## src/rtl/p2s_tx.sv

```systemverilog
// Parallel-to-serial transmitter: WIDTH data bits plus one tail cycle on dat_en, then GAP_CYCLES idle.
// A one-word holding register accepts the next word while the current one shifts.
module p2s_tx #(
  parameter int WIDTH      = 8,
  parameter int MSB_FIRST  = 0,
  parameter int GAP_CYCLES = 1
) (
  input  logic             clk,
  input  logic             rst_n,
  input  logic [WIDTH-1:0] pi_data,
  input  logic             pi_valid,
  output logic             pi_ready,
  output logic             so,
  output logic             dat_en,
  output logic             tx_done,
  output logic             busy
);

  localparam int BW = $clog2(WIDTH + 1);
  localparam int GW = (GAP_CYCLES > 0) ? $clog2(GAP_CYCLES + 1) : 1;
  localparam logic [BW-1:0] BIT_LAST = BW'(WIDTH - 1);
  localparam logic [GW-1:0] GAP_LAST = GW'((GAP_CYCLES > 0) ? GAP_CYCLES - 1 : 0);

  // IDLE: waiting for a word | SHIFT: data bits on so | TAIL: frame end cycle | GAP: dat_en low spacing
  typedef enum logic [1:0] {IDLE, SHIFT, TAIL, GAP} state_t;

  state_t           state, state_nx;
  logic [BW-1:0]    bit_cnt, bit_cnt_nx;
  logic [GW-1:0]    gap_cnt, gap_cnt_nx;
  logic [WIDTH-1:0] shreg, shreg_nx;
  logic [WIDTH-1:0] hold, hold_nx;
  logic             hold_full, hold_full_nx;
  logic             so_nx, dat_en_nx, tx_done_nx;
  logic             accept, load;
  logic [WIDTH-1:0] load_word;

  // The shifter keeps the next bit to send at the end selected by MSB_FIRST.
  function automatic logic first_bit(input logic [WIDTH-1:0] w);
    return (MSB_FIRST != 0) ? w[WIDTH-1] : w[0];
  endfunction

  function automatic logic [WIDTH-1:0] advance(input logic [WIDTH-1:0] w);
    return (MSB_FIRST != 0) ? (w << 1) : (w >> 1);
  endfunction

  assign pi_ready  = !hold_full;
  assign accept    = pi_valid && !hold_full;
  assign busy      = (state != IDLE) || hold_full;
  assign load_word = hold_full ? hold : pi_data;

  always_comb begin
    state_nx     = state;
    bit_cnt_nx   = bit_cnt;
    gap_cnt_nx   = gap_cnt;
    shreg_nx     = shreg;
    hold_nx      = hold;
    hold_full_nx = hold_full;
    so_nx        = 1'b0;
    dat_en_nx    = 1'b0;
    tx_done_nx   = 1'b0;
    load         = 1'b0;

    if (accept && (state != IDLE)) begin
      hold_nx      = pi_data;
      hold_full_nx = 1'b1;
    end

    case (state)
      IDLE: begin
        if (hold_full || accept) load = 1'b1;
      end
      SHIFT: begin
        dat_en_nx  = 1'b1;
        bit_cnt_nx = bit_cnt + 1'b1;
        if (bit_cnt == BIT_LAST) begin
          state_nx   = TAIL;
          tx_done_nx = 1'b1;
        end else begin
          so_nx    = first_bit(shreg);
          shreg_nx = advance(shreg);
        end
      end
      TAIL: begin
        if (GAP_CYCLES > 0) begin
          state_nx   = GAP;
          gap_cnt_nx = '0;
        end else if (hold_full) begin
          load = 1'b1;
        end else begin
          state_nx = IDLE;
        end
      end
      GAP: begin
        if (gap_cnt == GAP_LAST) begin
          if (hold_full) load = 1'b1;
          else           state_nx = IDLE;
        end else begin
          gap_cnt_nx = gap_cnt + 1'b1;
        end
      end
      default: state_nx = IDLE;
    endcase

    // Loading a word drains the hold register when it was the source.
    if (load) begin
      state_nx   = SHIFT;
      so_nx      = first_bit(load_word);
      shreg_nx   = advance(load_word);
      dat_en_nx  = 1'b1;
      bit_cnt_nx = '0;
      if (hold_full) hold_full_nx = 1'b0;
    end
  end

  always_ff @(posedge clk) begin
    if (!rst_n) begin
      state     <= IDLE;
      bit_cnt   <= '0;
      gap_cnt   <= '0;
      shreg     <= '0;
      hold      <= '0;
      hold_full <= 1'b0;
      so        <= 1'b0;
      dat_en    <= 1'b0;
      tx_done   <= 1'b0;
    end else begin
      state     <= state_nx;
      bit_cnt   <= bit_cnt_nx;
      gap_cnt   <= gap_cnt_nx;
      shreg     <= shreg_nx;
      hold      <= hold_nx;
      hold_full <= hold_full_nx;
      so        <= so_nx;
      dat_en    <= dat_en_nx;
      tx_done   <= tx_done_nx;
    end
  end

endmodule
```

## config.mk

```make
export PLATFORM = sky130hd
export DESIGN_NAME = p2s_tx
export DESIGN_NICKNAME = d
export VERILOG_FILES = /design/src/rtl/p2s_tx.sv
export SDC_FILE = /design/constraint.sdc
export NUM_CORES = 1
export LEC_CHECK = 0
export ABC_AREA = 0
export BUFFER_PORTS_ARGS = -buffer_cell sky130_fd_sc_hd__buf_2
export CAP_MARGIN = 10
export CORE_MARGIN = 3
export CORE_UTILIZATION = 35
export DETAILED_ROUTE_END_ITERATION = 7
export GPL_TIMING_DRIVEN = 0
export PLACE_DENSITY = 0.54
export SETUP_SLACK_MARGIN = 0.5
export SLEW_MARGIN = 5
export SYNTH_ARGS = -nofsm -noshare
export SYNTH_HDL_FRONTEND = slang
export SYNTH_SLANG_ARGS = --single-unit
```

## constraint.sdc

```tcl
create_clock -name clk -period 2.1 [get_ports clk]
set_input_delay 0.42 -clock clk [delete_from_list [all_inputs] [get_ports clk]]
set_output_delay 0.42 -clock clk [all_outputs]
set_load 0.01 [all_outputs]
```

==> results of run 1 <==
-- power by group --
part	internal, W	leakage, nW	switching, W	total, W
clock	0.0000728	0.0139	0.000153	0.000226
combinational	0.000448	0.420	0.000485	0.000934
sequential	0.000623	0.207	0.0000828	0.000706
total	0.00114	0.640	0.000722	0.00187
-- per-layer routing --
metal / vias up / part of all wire (%) / global-route usage, %
li1: 470 / - / -
met1: 412 / 47 / 14.09
met2: 19 / 49 / 19.28
met3: 2 / 4.1 / 3.120
met4: 0 / 0.61 / 4.749
met5: - / 0 / 0
-- cell families (layout without fill, tap and decap cells) --
| kind of cell | after synthesis | in the layout | synth area share [%] |
|---|---|---|---|
| simple gates | 26 | 26 | 11.16 |
| fa+ha+maj | 7 | 7 | 7.231 |
| buf+inv | 12 | 35 | 5.784 |
| flops | 25 | 25 | 41.32 |
| mux | 23 | 23 | 19.83 |
| compound gates | 26 | 26 | 12.50 |
| xor+xnor | 3 | 3 | 2.170 |
-- metrics by stage --
step                      utilization, %  instances  total power [W]  setup slack (ns)  hold slack [ns]
after global placement             42.05        180         0.001480            0.5267           0.4458
final                              45.71        189         0.001866            0.5517           0.3303
after floorplan                        -        122         0.001323            0.6637           0.4344
after detailed placement           42.05        180         0.001504            0.4861           0.4635
after global routing               45.71        189         0.002012            0.4926           0.3310
after CTS                          43.98        185         0.001795            0.4947           0.3212
-- how the worst max path moves through the flow --
stage / from / end / slack, ns / cells after the start
after floorplan: state[0] / hold[0] / 0.66 / 6
after global placement: state[0] / state[1] / 0.53 / 7
after global routing: state[1] / busy / 0.49 / 4
final: state[1] / busy / 0.55 / 4
after CTS: state[1] / busy / 0.49 / 4
after detailed placement: state[0] / state[1] / 0.49 / 7
-- layout make-up --
cell class | count | area (um^2) | area share, %
multi-input cells | 85 | 674.4 | 46.43
flip-flops and latches | 25 | 511.7 | 35.23
repair buffers | 19 | 108.9 | 7.494
well taps | 44 | 55.05 | 3.790
plain buffers | 7 | 51.30 | 3.531
clock buffers | 3 | 22.52 | 1.550
inverters | 5 | 21.27 | 1.464
clock inverters | 1 | 7.507 | 0.5168
-- registers in the layout, summed over array words and instances, names as in the netlist --
register and count:
hold 8, shreg 7, bit_cnt 4, state 2, dat_en 1, hold_full 1
so 1, tx_done 1
-- worst register-to-register path: stages, from the launching register on --
cell and delay, ns:
dfxtp_4 0.39, buf_6 0.13, ha_4 0.17, o21ai_2 0.12
a21o_1 0.18, buf_6 0.13, nand2_4 0.07, a311oi_2 0.24
-- cells in the mapped netlist, drive strengths merged, types with 2 or more instances --
cell type	count
dfxtp	25
mux2i	15
nor2	13
a21oi	12
o21ai	10
mux2	8
ha	7
nand2	6
buf	5
inv	5
nand3	3
clkbuf	2
xor2	2
-- repair_timing --
| item | in CTS | in global routing |
|---|---|---|
| pin swaps | 0 | 2 |
| resized for setup | 9 | 7 |
| hold buffers | 0 | 0 |
| setup buffers | 1 | 3 |
| cloned | 0 | 1 |
| setup endpoints to repair | 10 | 2 |
==> impl_metrics.ini, run 1 <==
[worst_setup_path]
r2r_slack_ns = 0.58
slowest_delay_ns = 0.41
r2r-end = state[1]
critPathTopFamily = flip-flops
r2r_cells = 7
crit_required_ns = 1.68
critical_path_class = reg -> out
setup.worst_path.start_class = flop
path_buf_inv = 2
r2r_start = state[0]
worstSetupEndpointType = output pin
worst_ep_arrival_time_ns = 1.13
crit_slowest_cell = dfxtp_4
crit_chain = inv_2 > ha_4 > nand2_1 > buf_2
cp_max_fo = 5

[cts]
cts_made_buffers = 3
cts.sinks = 25
insertion_delay_ns = 0.33
cts_tree = yes
root_buffer = clkbuf_4
clk_pin_slew_ns = 0.15
htreeDepth = 1
clk_path_buf_depth = 2

[synth]
synthFlopType = dfxtp_1
syn_area_um2 = 1211
yosysWarningCount = 0
avgSynthCellArea_um2 = 9.928
yosys.area.top_type = dfxtp_1
synth_cell_type_count = 30
synth-edff-count = 0
ys_top_cells_by_area = dfxtp_1, mux2i_1, ha_1
syn_inst = 122
synthesis.nets = 140
synthArstFlopShare_pct = 0
seq_area_frac_synth_pct = 41.32
yosysTopAreaCellShare_pct = 41.32
synth-seq-cells = 25

[detailed_routing]
totalWireLength_um = 2313
avgRoutedWirePerCell_um = 12.24
drt-vias-per-instance = 4.778
vias = 903
final_antenna_net_count = 0
drtIter0Drc = 20
firstDrtPassIters = 4
drc = 0

[layout]
fillers = 335
nets = 164
drive_gt1_share_pct = 30.34
final_common_cell = dfxtp_1
fin_area_um2 = 1453
final_cell_mix = dfxtp_1, buf_2, mux2i_1
antenna_cells = 0
synthToLayoutAreaGrowth_pct = 19.94

[sta]
fin_crit_ns = 1.548
final-hold-violation-count = 0
slew_headroom_pct = 70.04
rsz0062_at_grt = yes
finalCritPeriodShare_pct = 73.73
fmax_ghz = 0.6459
worstMarginPinSlew_ns = 0.4495
setup_viol = 0
fin_skew_ns = 0.01275
tns_ns = 0
drv_slew = 0

[grt]
grt_max_degree = 16
overflow = 0
antenna_found_initial = 0
first_global_vias = 879
grt_use_total_pct = 11.61
grt_pass1_wl_um = 3822

[power]
p_leak_nw = 0.6402
power.density_nw_per_um2 = 1284
vdd_drop_max_v = 0.0005862

[run]
cap_viol_max_count = 0

[floorplanning]
rows = 20
dieArea_um2 = 4202
num_io_pins = 16
coreArea_um2 = 3178
start_util_pct = 38.11
die_w_um = 64.83
die_y_um = 64.83

[worst_hold_path]
worstHoldEndpoint = hold[2]
hold_path_class = in -> reg
holdPathStages = 3
hold_start = pi_data[2]

[place]
portBuffers = 14
place_congestion = 0.7569
hpwl_um = 1674
placed_area_um2 = 1336

[status]
status = complete, no violations
Note: power is estimated with default switching activity, not from simulation.
==> inputs of run 2 (changes only) <==
--- a/config.mk
+++ b/config.mk
@@ -5,14 +5,14 @@
 export SDC_FILE = /design/constraint.sdc
 export NUM_CORES = 1
 export LEC_CHECK = 0
-export ABC_AREA = 0
+export ABC_AREA = 1
 export BUFFER_PORTS_ARGS = -buffer_cell sky130_fd_sc_hd__buf_2
 export CAP_MARGIN = 10
 export CORE_MARGIN = 3
 export CORE_UTILIZATION = 35
 export DETAILED_ROUTE_END_ITERATION = 7
 export GPL_TIMING_DRIVEN = 0
-export PLACE_DENSITY = 0.54
+export PLACE_DENSITY = 0.56
 export SETUP_SLACK_MARGIN = 0.5
 export SLEW_MARGIN = 5
 export SYNTH_ARGS = -nofsm -noshare
==> constraint.sdc (replaced) <==
create_clock -name clk -period 1.2 [get_ports clk]
set_input_delay 0.24 -clock clk [delete_from_list [all_inputs] [get_ports clk]]
set_output_delay 0.24 -clock clk [all_outputs]
set_load 0.01 [all_outputs]
==> run 2 against run 1 <==
- count of clock-buffer cells in the layout increased by 1
- sequential power increased by 74%
- non-clock buffer count increased by 12
- setup slack got worse by 0.75 ns
- register-to-register slack got worse by 0.78 ns
- global-route usage up 4.3 points
- highest routed layer unchanged
- routed wire length is 37% higher
- critical path depth up 6
- the run now ends with negative setup slack left
- synthesized area is 2.0% higher
- hold slack lost 0.17 ns
- synthesized cell count up 43%
- die area increased by 1.8%
- largest power group unchanged
==> impl_metrics.ini, run 2 <==
[sta]
fmax_ghz = 0.7167
slew_headroom_pct = 68.23
final-hold-violation-count = 0
finalCritPeriodShare_pct = 116.3
setup_viol = 20
rsz0062_at_grt = yes
fin_skew_ns = 0.008407
layout_setup_ws_ns = -0.1953
holdWs_ns = 0.1554
worstMarginPinSlew_ns = 0.4766
fin_crit_ns = 1.395
drv_slew = 0

[cts]
clk_pin_slew_ns = 0.14
cts_tree = yes
clk_path_buf_depth = 2
cts.sinks = 25
htreeDepth = 1
root_buffer = clkbuf_4
cts_made_buffers = 3
insertion_delay_ns = 0.32
ctsHoldBuffers = 0

[synth]
synth_cell_type_count = 26
yosysWarningCount = 0
synth_mux_area_share_pct = 1.621
synthFlopType = dfxtp_1
synth_most_common_cell = nand2_1
seq_area_frac_synth_pct = 40.53
avgSynthCellArea_um2 = 7.097
synth_compound_area_share_pct = 8.409
synthArstFlopShare_pct = 0
syn_area_um2 = 1235
synthesis.nets = 192
synth-edff-count = 0
yosys-top-cells-count = nand2_1, dfxtp_1, inv_1
synth_top_family_by_area = simple AND/OR/NAND/NOR gates
yosys.area_share.simple_pct = 31.61
ys_top_cells_by_area = dfxtp_1, nand2_1, nand3_1
syn_inst = 174
synth_xor_area_share_pct = 1.418
yosysTopAreaCellShare_pct = 40.53
synth-seq-cells = 25
yosys.area.top_type = dfxtp_1
yosys.area_share.adder_pct = 7.092

[grt]
gr-max-usage-layer = met2
use_met3_pct = 2.564
grt_use_total_pct = 15.87
overflow = 0
met1_usage_pct = 21.24
first_global_vias = 1165
grt_max_degree = 14
gr-usage-met2_pct = 26.17
antenna_found_initial = 0
grt_pass1_wl_um = 5306

[power]
vdd_drop_max_v = 0.0007846
power.density_nw_per_um2 = 2254
p_leak_nw = 0.8464

[floorplanning]
start_util_pct = 38.55
dieArea_um2 = 4277
die_y_um = 65.40
coreArea_um2 = 3203
die_w_um = 65.40
num_io_pins = 16
rows = 20

[detailed_routing]
vias = 1241
drtIter0Drc = 37
drt-vias-per-instance = 4.848
firstDrtPassIters = 4
drc = 0
totalWireLength_um = 3173
final_antenna_net_count = 0
avgRoutedWirePerCell_um = 12.39

[layout]
final_common_cell = nand2_1
drive_gt1_share_pct = 42.92
reg_top3 = hold (8), shreg (7), bit_cnt (4)
final_cells = 256
nets = 231
synthToLayoutAreaGrowth_pct = 45.80
largest_reg_flops = 8
antenna_cells = 0
final_cell_mix = nand2_1, dfxtp_1, nand3_1
largest_register = hold
fillers = 315

[worst_setup_path]
worstSetupEndpointType = flop
critical_path_class = reg -> reg
r2r_slack_ns = -0.20
setup.worst_path.start_class = flop
cp_max_fo = 7
r2r-end = shreg[2]
worst_ep_arrival_time_ns = 1.62
crit_required_ns = 1.43
r2r_start = state[1]
r2r_cells = 10

[worst_hold_path]
holdPathStages = 3
hold_path_class = in -> reg
hold_start = pi_data[3]
worstHoldEndpoint = hold[3]

[place]
dp_slack_ns = -0.2951
dp.cells = 232
hpwl_um = 2048
place_congestion = 0.7725
portBuffers = 14

[run]
cap_viol_max_count = 0

[status]
violations = negative setup slack
status = complete, but fails checks
-- run 2: cell types whose count changed in the layout (fill, tap and decap cells not counted), moves of 6 or more --
cell / before / now
a21oi_1: 11 / 4
buf_4: 5 / 15
inv_1: 3 / 14
mux2_1: 6 / 0
mux2i_1: 15 / 2
nand2_1: 4 / 38
nand2_2: 0 / 9
nand3_1: 3 / 17
-- run 2: timing repair --
item | in CTS | in global routing
gates resized for setup | 36 | 23
buffers inserted | 14 | 5
pin swaps | 7 | 5
cloned | 1 | 0
endpoints found under the setup margin | 30 | 30
-- run 2: logic make-up (layout without fill, tap and decap cells) --
| group | Yosys count | count (layout) |
|---|---|---|
| AND/OR/NAND/NOR | 90 | 90 |
| buffers and inverters | 28 | 66 |
| flip-flops | 25 | 25 |
| AO/OA/AOI/OAI | 20 | 20 |
| adder cells (fa/ha/maj) | 7 | 7 |
| XOR/XNOR | 2 | 2 |
| multiplexers | 2 | 2 |
-- run 2: worst max path at each step --
stage | startpoint | endpoint | slack, ns | cells past startpoint
detailed placement | state[1] | state[0] | -0.30 | 9
global placement | state[1] | state[0] | -0.29 | 9
global route | state[1] | state[0] | -0.30 | 10
CTS | state[1] | state[0] | -0.19 | 10
floorplan | state[0] | state[0] | -0.13 | 10
finish | state[1] | shreg[2] | -0.20 | 10
-- run 2: where the power goes --
part	total [W]	internal [W]	switching, W
combinational	0.00245	0.00115	0.00130
sequential	0.00123	0.00107	0.000165
clock	0.000378	0.000130	0.000247
-- run 2: through the flow --
stage               util, %  instance area [um^2]  total power, W  setup TNS, ns
floorplan                 -                  1271        0.002381         -1.220
global placement      43.59                  1396        0.002721         -3.167
detailed placement    43.59                  1396        0.002743         -3.468
CTS                   52.30                  1675        0.003815         -2.337
global route          56.21                  1800        0.004403         -4.118
finish                56.21                  1800        0.004059         -2.472
-- run 2: area by class of cell --
cell class / count / area [um^2] / share of cell area (%)
timing repair buffer: 34 / 275.3 / 15.29
sequential: 25 / 515.5 / 28.63
buffer: 4 / 23.77 / 1.320
inverter: 24 / 112.6 / 6.254
clock buffer: 4 / 26.28 / 1.459
tap: 44 / 55.05 / 3.058
multi-input combinational: 121 / 792.0 / 43.99
-- run 2: layer usage --
metal / up-vias / wire [um]
met5: - / 0
met4: 0 / 38
met3: 4 / 121
met2: 24 / 1594
met1: 580 / 1419
li1: 633 / -
-- run 2: critical path, stage by stage, from the launching register on --
cell	delay [ns]
dfxtp_4	0.40
inv_4	0.05
ha_4	0.27
nor2_4	0.04
nand2_4	0.09
buf_6	0.13
clkinv_4	0.07
nand2_1	0.08
nand3_1	0.07
nand2_1	0.06
inv_1	0.04
